<file path="src/rtl/cpu_ctrl_pkg.sv">
// Shared encodings for the multi-cycle MIPS-subset controller: FSM states,
// instruction classes, opcode/function codes, ALU operations and PC sources.
package cpu_ctrl_pkg;

    typedef enum logic [2:0] {
        S_FETCH  = 3'd0,
        S_DECODE = 3'd1,
        S_EXEC   = 3'd2,
        S_MEM    = 3'd3,
        S_WB     = 3'd4,
        S_FAULT  = 3'd5
    } state_t;

    // CLS_NONE doubles as the reset value and the "illegal opcode" marker.
    typedef enum logic [2:0] {
        CLS_NONE  = 3'd0,
        CLS_RTYPE = 3'd1,
        CLS_LW    = 3'd2,
        CLS_SW    = 3'd3,
        CLS_BEQ   = 3'd4,
        CLS_J     = 3'd5
    } iclass_t;

    localparam logic [5:0] OP_RTYPE = 6'b000000;
    localparam logic [5:0] OP_LW    = 6'b100011;
    localparam logic [5:0] OP_SW    = 6'b101011;
    localparam logic [5:0] OP_BEQ   = 6'b000100;
    localparam logic [5:0] OP_J     = 6'b000010;

    localparam logic [5:0] FN_ADD = 6'b100000;
    localparam logic [5:0] FN_SUB = 6'b100010;
    localparam logic [5:0] FN_AND = 6'b100100;
    localparam logic [5:0] FN_OR  = 6'b100101;
    localparam logic [5:0] FN_SLT = 6'b101010;

    localparam logic [2:0] ALU_AND = 3'b000;
    localparam logic [2:0] ALU_OR  = 3'b001;
    localparam logic [2:0] ALU_ADD = 3'b010;
    localparam logic [2:0] ALU_SUB = 3'b110;
    localparam logic [2:0] ALU_SLT = 3'b111;

    localparam logic [1:0] PC_P4     = 2'b00;
    localparam logic [1:0] PC_BRANCH = 2'b01;
    localparam logic [1:0] PC_JUMP   = 2'b10;
    localparam logic [1:0] PC_ENTRY  = 2'b11;

endpackage

</file>
<file path="src/rtl/ctrl_decode.sv">
// Combinational instruction decode: opcode -> instruction class, and
// R-type function code -> ALU operation plus an illegal-function flag.
module ctrl_decode
    import cpu_ctrl_pkg::*;
(
    input  logic [5:0] opCode,
    input  logic [5:0] fnCode,
    output iclass_t    cls,
    output logic [2:0] rt_op,
    output logic       fn_illegal
);

    // Map the primary opcode onto an instruction class.
    always_comb begin
        // NOTE: every output of a combinational block gets a default first so no path can infer a latch.
        cls = CLS_NONE;
        case (opCode)
            OP_RTYPE: cls = CLS_RTYPE;
            OP_LW:    cls = CLS_LW;
            OP_SW:    cls = CLS_SW;
            OP_BEQ:   cls = CLS_BEQ;
            OP_J:     cls = CLS_J;
            default:  cls = CLS_NONE;
        endcase
    end

    // Map the R-type function code onto an ALU operation.
    always_comb begin
        rt_op      = ALU_ADD;
        fn_illegal = 1'b0;
        case (fnCode)
            FN_ADD:  rt_op = ALU_ADD;
            FN_SUB:  rt_op = ALU_SUB;
            FN_AND:  rt_op = ALU_AND;
            FN_OR:   rt_op = ALU_OR;
            FN_SLT:  rt_op = ALU_SLT;
            default: fn_illegal = 1'b1;
        endcase
    end

endmodule

</file>
<file path="src/rtl/multicycle_ctrl.sv">
// Multi-cycle sequencer for the MIPS-subset datapath. Walks each instruction
// through FETCH/DECODE/EXEC/MEM/WB, handshakes with a variable-latency memory,
// takes interrupts at instruction boundaries and traps on illegal codes or
// memory timeouts. All strobes are decoded from registered state and forced
// low while rst_n is asserted.
module multicycle_ctrl
    import cpu_ctrl_pkg::*;
#(
    parameter int unsigned MEM_TIMEOUT = 15
) (
    input  logic       clk,
    input  logic       rst_n,
    input  logic [5:0] opCode,
    input  logic [5:0] fnCode,
    input  logic       zero,
    input  logic       INT,
    input  logic       memReady,
    output logic       memReq,
    output logic       IorD,
    output logic       MemRead,
    output logic       MemWrite,
    output logic       irWrite,
    output logic       PCWrite,
    output logic [1:0] PCSrc,
    output logic       RegDst,
    output logic       RegWrite,
    output logic       ALUSrc,
    output logic       Mem2Reg,
    output logic [2:0] op,
    output logic       intAck,
    output logic       fault,
    output logic [2:0] state
);

    localparam int unsigned       CW          = $clog2(MEM_TIMEOUT) + 1;
    localparam logic [CW-1:0]     TIMEOUT_CNT = CW'(MEM_TIMEOUT);

    state_t        state_q, state_d;
    iclass_t       cls_q;
    logic [2:0]    op_q;
    logic          alusrc_q;
    logic [CW-1:0] wait_q, wait_d;

    iclass_t       dec_cls;
    logic [2:0]    rt_op;
    logic          fn_illegal;

    logic          req_c, iord_c, rd_c, wr_c, irw_c, pcw_c;
    logic [1:0]    pcsrc_c;
    logic          rdst_c, rw_c, asrc_c, m2r_c, ack_c, flt_c;
    logic [2:0]    op_c;
    logic          timeout;

    ctrl_decode u_decode (
        .opCode     (opCode),
        .fnCode     (fnCode),
        .cls        (dec_cls),
        .rt_op      (rt_op),
        .fn_illegal (fn_illegal)
    );

    // The wait counter only advances while a request is outstanding, so
    // reaching the limit always means the current request went unanswered.
    // The timeout wins over a memReady arriving in the same cycle.
    assign timeout = (wait_q == TIMEOUT_CNT);

    // Next-state and strobe decode from registered state and latched class.
    always_comb begin
        state_d = state_q;
        req_c   = 1'b0;
        iord_c  = 1'b0;
        rd_c    = 1'b0;
        wr_c    = 1'b0;
        irw_c   = 1'b0;
        pcw_c   = 1'b0;
        pcsrc_c = PC_P4;
        rdst_c  = 1'b0;
        rw_c    = 1'b0;
        asrc_c  = 1'b0;
        m2r_c   = 1'b0;
        op_c    = ALU_AND;
        ack_c   = 1'b0;
        flt_c   = 1'b0;
        case (state_q)
            S_FETCH: begin
                if (wait_q == '0 && INT) begin
                    pcw_c   = 1'b1;
                    pcsrc_c = PC_ENTRY;
                    ack_c   = 1'b1;
                end else begin
                    req_c = 1'b1;
                    rd_c  = 1'b1;
                    if (timeout) begin
                        state_d = S_FAULT;
                    end else if (memReady) begin
                        irw_c   = 1'b1;
                        pcw_c   = 1'b1;
                        pcsrc_c = PC_P4;
                        state_d = S_DECODE;
                    end
                end
            end
            S_DECODE: begin
                case (dec_cls)
                    CLS_NONE: state_d = S_FAULT;
                    CLS_J: begin
                        pcw_c   = 1'b1;
                        pcsrc_c = PC_JUMP;
                        state_d = S_FETCH;
                    end
                    default:  state_d = S_EXEC;
                endcase
            end
            S_EXEC: begin
                case (cls_q)
                    CLS_RTYPE: begin
                        op_c    = rt_op;
                        state_d = fn_illegal ? S_FAULT : S_WB;
                    end
                    CLS_LW, CLS_SW: begin
                        op_c    = ALU_ADD;
                        asrc_c  = 1'b1;
                        state_d = S_MEM;
                    end
                    CLS_BEQ: begin
                        op_c    = ALU_SUB;
                        if (zero) begin
                            pcw_c   = 1'b1;
                            pcsrc_c = PC_BRANCH;
                        end
                        state_d = S_FETCH;
                    end
                    default:   state_d = S_FAULT;
                endcase
            end
            S_MEM: begin
                req_c  = 1'b1;
                iord_c = 1'b1;
                rd_c   = (cls_q == CLS_LW);
                wr_c   = (cls_q == CLS_SW);
                op_c   = op_q;
                asrc_c = alusrc_q;
                if (timeout) begin
                    state_d = S_FAULT;
                end else if (memReady) begin
                    state_d = (cls_q == CLS_LW) ? S_WB : S_FETCH;
                end
            end
            S_WB: begin
                rw_c    = 1'b1;
                rdst_c  = (cls_q == CLS_RTYPE);
                m2r_c   = (cls_q == CLS_LW);
                op_c    = op_q;
                asrc_c  = alusrc_q;
                state_d = S_FETCH;
            end
            S_FAULT: begin
                flt_c = 1'b1;
                if (INT) begin
                    pcw_c   = 1'b1;
                    pcsrc_c = PC_ENTRY;
                    ack_c   = 1'b1;
                    state_d = S_FETCH;
                end
            end
            default: state_d = S_FETCH;
        endcase
    end

    // Wait counter: restarts on every state change and on each completed
    // access, counts cycles with an outstanding request otherwise.
    always_comb begin
        wait_d = wait_q;
        if (state_d != state_q) begin
            wait_d = '0;
        end else if (req_c && memReady) begin
            wait_d = '0;
        end else if (req_c) begin
            wait_d = wait_q + CW'(1);
        end
    end

    // State, class, held ALU controls and wait counter registers.
    always_ff @(posedge clk or negedge rst_n) begin
        if (!rst_n) begin
            state_q  <= S_FETCH;
            cls_q    <= CLS_NONE;
            op_q     <= ALU_AND;
            alusrc_q <= 1'b0;
            wait_q   <= '0;
        end else begin
            // NOTE: sequential state uses non-blocking assignments so every register samples pre-edge values.
            state_q <= state_d;
            wait_q  <= wait_d;
            if (state_q == S_DECODE) begin
                cls_q <= dec_cls;
            end
            if (state_q == S_EXEC) begin
                op_q     <= op_c;
                alusrc_q <= asrc_c;
            end
        end
    end

    // NOTE: strobes are gated by rst_n directly so a reset mid-access kills a write in the same cycle, not at the next edge.
    assign memReq   = rst_n & req_c;
    assign IorD     = rst_n & iord_c;
    assign MemRead  = rst_n & rd_c;
    assign MemWrite = rst_n & wr_c;
    assign irWrite  = rst_n & irw_c;
    assign PCWrite  = rst_n & pcw_c;
    assign PCSrc    = rst_n ? pcsrc_c : PC_P4;
    assign RegDst   = rst_n & rdst_c;
    assign RegWrite = rst_n & rw_c;
    assign ALUSrc   = rst_n & asrc_c;
    assign Mem2Reg  = rst_n & m2r_c;
    assign op       = rst_n ? op_c : ALU_AND;
    assign intAck   = rst_n & ack_c;
    assign fault    = rst_n & flt_c;
    assign state    = state_q;

endmodule
</file>
<file path="config.mk">
export PLATFORM = sky130hd
export DESIGN_NAME = multicycle_ctrl
export DESIGN_NICKNAME = d
export VERILOG_FILES = /design/src/rtl/cpu_ctrl_pkg.sv /design/src/rtl/ctrl_decode.sv /design/src/rtl/multicycle_ctrl.sv
export SDC_FILE = /design/constraint.sdc
export NUM_CORES = 1
export LEC_CHECK = 0
export CAP_MARGIN = 20
export CORE_MARGIN = 4
export CORE_UTILIZATION = 57
export CTS_BUF_LIST = sky130_fd_sc_hd__clkbuf_16
export CTS_CLUSTER_DIAMETER = 80
export DETAILED_ROUTE_END_ITERATION = 12
export DONT_BUFFER_PORTS = 1
export PLACE_DENSITY = 0.72
export SYNTH_ARGS = -nofsm -noshare
export SYNTH_HDL_FRONTEND = slang
export SYNTH_SLANG_ARGS = --single-unit
</file>
<file path="constraint.sdc">
create_clock -name clk -period 2 [get_ports clk]
set_clock_uncertainty 0.1 [all_clocks]
set_input_delay 0.3 -clock clk [delete_from_list [all_inputs] [get_ports clk]]
set_output_delay 0.3 -clock clk [all_outputs]
set_load 0.1 [all_outputs]
</file>
==> flow_summary_export.csv, run 1 <==
group,metric,value,unit
clock_network,htreeDepth,1,
synthesis,ys_types,55,
clock_network,cts_setup_buffers,44,
clock_network,cts_resized,89,
synthesis,ys.warnings.count,0,
status,failed_stage,"clock tree synthesis",
synthesis,synth_edf_count,0,
synthesis,async_reset_ff_share,100,%
synthesis,synth_top_area_cell,"dfrtp_1",
die,std_cell_rows,17,
placed_design,io_buffers,0,
synthesis,synth_top_area_share,27.3,%
synthesis,yosys-top-cells-area,"dfrtp_1 (27%), nand2_1 (7.7%), nor2_1 (3.8%), a21oi_1 (3.6%), inv_1 (3.0%)",
synthesis,seq_area_frac_synth,27.3,%
clock_network,holdBufCountCts,1,
synthesis,syn-cell-area,0.00137,mm^2
synthesis,synth-seq-cells,15,
placed_design,hpwl,4.21,mm
clock_network,cts_root_buf,"clkbuf_16",
die,io-pin-count,37,
synthesis,synth_flop_cell,"dfrtp_1",
synthesis,synthCells,176,
synthesis,syn_nets,196,
synthesis,avgSynthCellArea,7.81,um^2
synthesis,synth.most_common_cell,"nand2_1",
clock_network,cts.sinks,15,
die,initial_utilization,60.9,%
placed_design,place.gp.congestion,0.915,
placed_design,dp_cells,245,
clock_network,cts_made_buffers,3,
die,die_h,57.1,um
status,status,"did not finish",
clock_network,cts_buffer_depth,2,
die,dieWidth,57.1,um
synthesis,ys_top_cells_by_count,"nand2_1 (28), dfrtp_1 (15), nor2_1 (14), inv_1 (11), a21oi_1 (10)",
status,error_line,"[ERROR DPL-0038] Utilization greater than 100%, impossible to legalize",
cells by family after synthesis:
group | after synthesis | share of synthesized area [%]
xor+xnor | 2 | 1.28
mux | 3 | 2.28
simple gates | 81 | 32.5
buf+inv | 19 | 5.46
compound gates | 53 | 28.4
fa+ha+maj | 3 | 2.73
flops | 15 | 27.3
per-stage QoR:
stage | instance area, um^2 | TNS [ns] | worst slack [ns] | hold slack (ns) | util (%)
after floorplan | 1540 | -5.90 | -1.14 | -0.0956 | -
after detailed placement | 2060 | -3.11 | -0.432 | -0.0949 | 91.2
after global placement | 2060 | -1.68 | -0.250 | -0.0950 | 91.2
==> run 2, diff against run 1 <==
--- a/config.mk
+++ b/config.mk
@@ -6,13 +6,11 @@
 export NUM_CORES = 1
 export LEC_CHECK = 0
 export CAP_MARGIN = 20
-export CORE_MARGIN = 4
-export CORE_UTILIZATION = 57
-export CTS_BUF_LIST = sky130_fd_sc_hd__clkbuf_16
-export CTS_CLUSTER_DIAMETER = 80
+export CORE_AREA = 4 4 65 67
 export DETAILED_ROUTE_END_ITERATION = 12
+export DIE_AREA = 0 0 69 71
 export DONT_BUFFER_PORTS = 1
-export PLACE_DENSITY = 0.72
+export PLACE_DENSITY_LB_ADDON = 0.15
 export SYNTH_ARGS = -nofsm -noshare
 export SYNTH_HDL_FRONTEND = slang
 export SYNTH_SLANG_ARGS = --single-unit
==> constraint.sdc (replaced) <==
create_clock -name clk -period 2.6 [get_ports clk]
set_clock_uncertainty 0.1 [all_clocks]
set_input_delay 0.39 -clock clk [delete_from_list [all_inputs] [get_ports clk]]
set_output_delay 0.39 -clock clk [all_outputs]
set_load 0.1 [all_outputs]
==> run 2 against run 1 <==
Effect of this change:
- the flow now finishes, with violations (setup timing)
- synthesized cell count unchanged
- area after synthesis stayed put
==> flow_summary_export.csv, run 2 <==
group,metric,value,unit
clock_network,htreeDepth,1,
timing,whs,0.124,ns
synthesis,synth_xor_area_share,1.28,%
drt,firstDrtPassIters,4,
power,p_leak,0.759,nW
synthesis,synth_compound_area_share,28.4,%
cells_and_area,multi_input_area,0.00106,mm^2
cells_and_area,seq_area,387,um^2
synthesis,async_reset_ff_share,100,%
drt,drc,0,
timing,relSlewSlack,47.6,%
synthesis,seq_area_frac_synth,27.3,%
min_path,hp-start,"opCode[4]",
synthesis,synth_edf_count,0,
power,peakVddDrop,513,uV
synthesis,synth_top_family_by_area,"simple AND/OR/NAND/NOR gates",
clock_network,cts_made_buffers,3,
critical_path,end_kind,"output pin",
critical_path,cp_max_fo,5,
cells_and_area,area_growth,39.7,%
synthesis,ys.warnings.count,0,
run,drv_cap,0,
synthesis,ys_top_cells_by_count,"nand2_1 (28), dfrtp_1 (15), nor2_1 (14), inv_1 (11), a21oi_1 (10)",
synthesis,synth-seq-cells,15,
critical_path,arrival,2.12,ns
die,dieArea,0.00490,mm^2
min_path,hold_depth,1,
die,io-pin-count,37,
synthesis,ys_types,55,
critical_path,rr_worst_depth,6,
critical_path,path_class,"register to output pin",
timing,setup_tns,-0.0118,ns
clock_network,cts.sinks,15,
timing,rsz0062_at_grt,"yes",
status,status,"finished, violations left",
synthesis,synth-simple-area-share,32.5,%
cells_and_area,drive_gt1_share,32.0,%
placed_design,place.gp.congestion,0.845,
die,initial_utilization,37.8,%
clock_network,clk_latency,0.26,ns
die,die_h,71,um
cells_and_area,largest_reg_flops,5,
timing,min_period_over_period,100,%
die,dieWidth,69,um
drt,routedWlPerCell,16.3,um
synthesis,avgSynthCellArea,7.81,um^2
power,pwr_density_cell,956,mW/mm^2
timing,period_needed,2.61,ns
clock_network,cts_root_buf,"clkbuf_8",
critical_path,worstSetupStartpointType,"register",
cells_and_area,final_common_cell,"nand2_1",
global_route,grt_overflow_total,0,
synthesis,synthAdderAreaFrac,2.73,%
drt,wl,4.00,mm
die,fp.coreArea,0.00363,mm^2
synthesis,synth.area.mux_share,2.28,%
drt,route.antenna.remaining_nets,0,
cells_and_area,top_register,"wait_q",
synthesis,yosys-top-cells-area,"dfrtp_1 (27%), nand2_1 (7.7%), nor2_1 (3.8%), a21oi_1 (3.6%), inv_1 (3.0%)",
cells_and_area,design_area,0.00192,mm^2
status,violations,"setup timing",
global_route,grt_use_total,16.8,%
synthesis,syn-cell-area,0.00137,mm^2
clock_network,cts_buffer_depth,2,
global_route,antenna_found_initial,0,
critical_path,cp.required,2.11,ns
cells_and_area,final_cell_mix,"nand2_1 (27), dfrtp_1 (12), buf_4 (12), buf_12 (10)",
synthesis,syn_nets,196,
synthesis,synth.most_common_cell,"nand2_1",
clock_network,cts_tree,"yes",
synthesis,synth_top_area_cell,"dfrtp_1",
placed_design,hpwl,3.15,mm
min_path,min_to,"cls_q[2]",
cells_and_area,utilization,52.8,%
die,std_cell_rows,22,
drt,post_drt_via_cell_ratio,5.88,
timing,fin_ws,-0.0118,ns
synthesis,synth_flop_cell,"dfrtp_1",
timing,drv_slew,0,
cells_and_area,antenna_cells,0,
synthesis,synthCells,176,
min_path,hp-class,"input pin to register",
cells_and_area,finalNetCount,218,
critical_path,r2r-start,"wait_q[0]",
timing,final_hold_viol_count,0,
timing,setup_viol,1,
placed_design,io_buffers,0,
timing,fmax,383,MHz
global_route,grt_pass1_wl,6.76,mm
cells_and_area,fill_cells,347,
drt,vias,1440,
global_route,grt_max_degree,18,
global_route,grt_pass1_vias,1408,
placed_design,post-place-ws,0.151,ns
critical_path,rr_endpoint,"wait_q[0]",
placed_design,placed_area,0.00180,mm^2
critical_path,r2r_slack,0.28,ns
timing,worst_slew_pin_slew,0.784,ns
clock_network,cts.clk_slew.worst_paths,0.07,ns
synthesis,synth_top_area_share,27.3,%
drt,drt_iter0_markers,79,
==> run 2: layer usage <==
layer | vias up | routed length [um] | global-route usage, %
li1 | 698 | - | -
met1 | 690 | 1800 | 21.8
met2 | 47 | 1920 | 27.9
met3 | 5 | 229 | 3.55
met4 | 0 | 51 | 5.21
met5 | - | 0 | 0
==> run 2: critical path, stage by stage, from the launching register on <==
cell	delay, ns
dfrtp_1	0.42
ha_2	0.21
and3_4	0.18
ha_4	0.17
nand2b_4	0.13
mux2_4	0.27
nor3_2	0.16
o21a_2	0.16
buf_12	0.17
==> run 2: worst max path at each step <==
stage | cells past startpoint | from | to
after floorplan | 6 | state[2] | RegDst
after global placement | 8 | wait_q[0] | PCWrite
after detailed placement | 8 | wait_q[0] | PCWrite
after CTS | 8 | wait_q[0] | PCWrite
after global routing | 8 | wait_q[0] | PCWrite
final | 8 | wait_q[0] | PCWrite
==> run 2: cell type report <==
class,count,area share (%)
timing repair buffer,24,16.2
multi-input combinational,142,55.5
sequential,15,20.1
inverter,12,2.67
clock buffer,4,2.35
tap,48,3.13
==> run 2: cells by family after synthesis <==
group	after synthesis
compound gates	53
flops	15
mux	3
simple gates	81
buf+inv	19
xor+xnor	2
fa+ha+maj	3
==> run 2: power by group <==
group / total (mW) / switching, mW / leakage, nW / internal, mW
sequential: 0.376 / 0.0806 / 0.191 / 0.295
clock: 0.201 / 0.0918 / 0.0228 / 0.109
combinational: 1.26 / 0.864 / 0.545 / 0.394
total: 1.83 / 1.04 / 0.759 / 0.798
==> run 2: what timing repair did <==
action	4_1_cts	5_1_grt
endpoints found under the hold margin	15	0
hold buffers	1	0
resized for setup	5	7
pin swaps	3	4
endpoints found under the setup margin	3	5
setup buffers	0	1
==> run 2: through the flow <==
| step | power (mW) | std cells |
|---|---|---|
| 3_3_place_gp | 1.59 | 239 |
| 2_1_floorplan | 1.31 | 176 |
| 5_1_grt | 1.93 | 245 |
| 4_1_cts | 1.82 | 244 |
| 6_report | 1.83 | 245 |
| 3_5_place_dp | 1.60 | 239 |
Note: power is estimated with default switching activity, not from simulation.
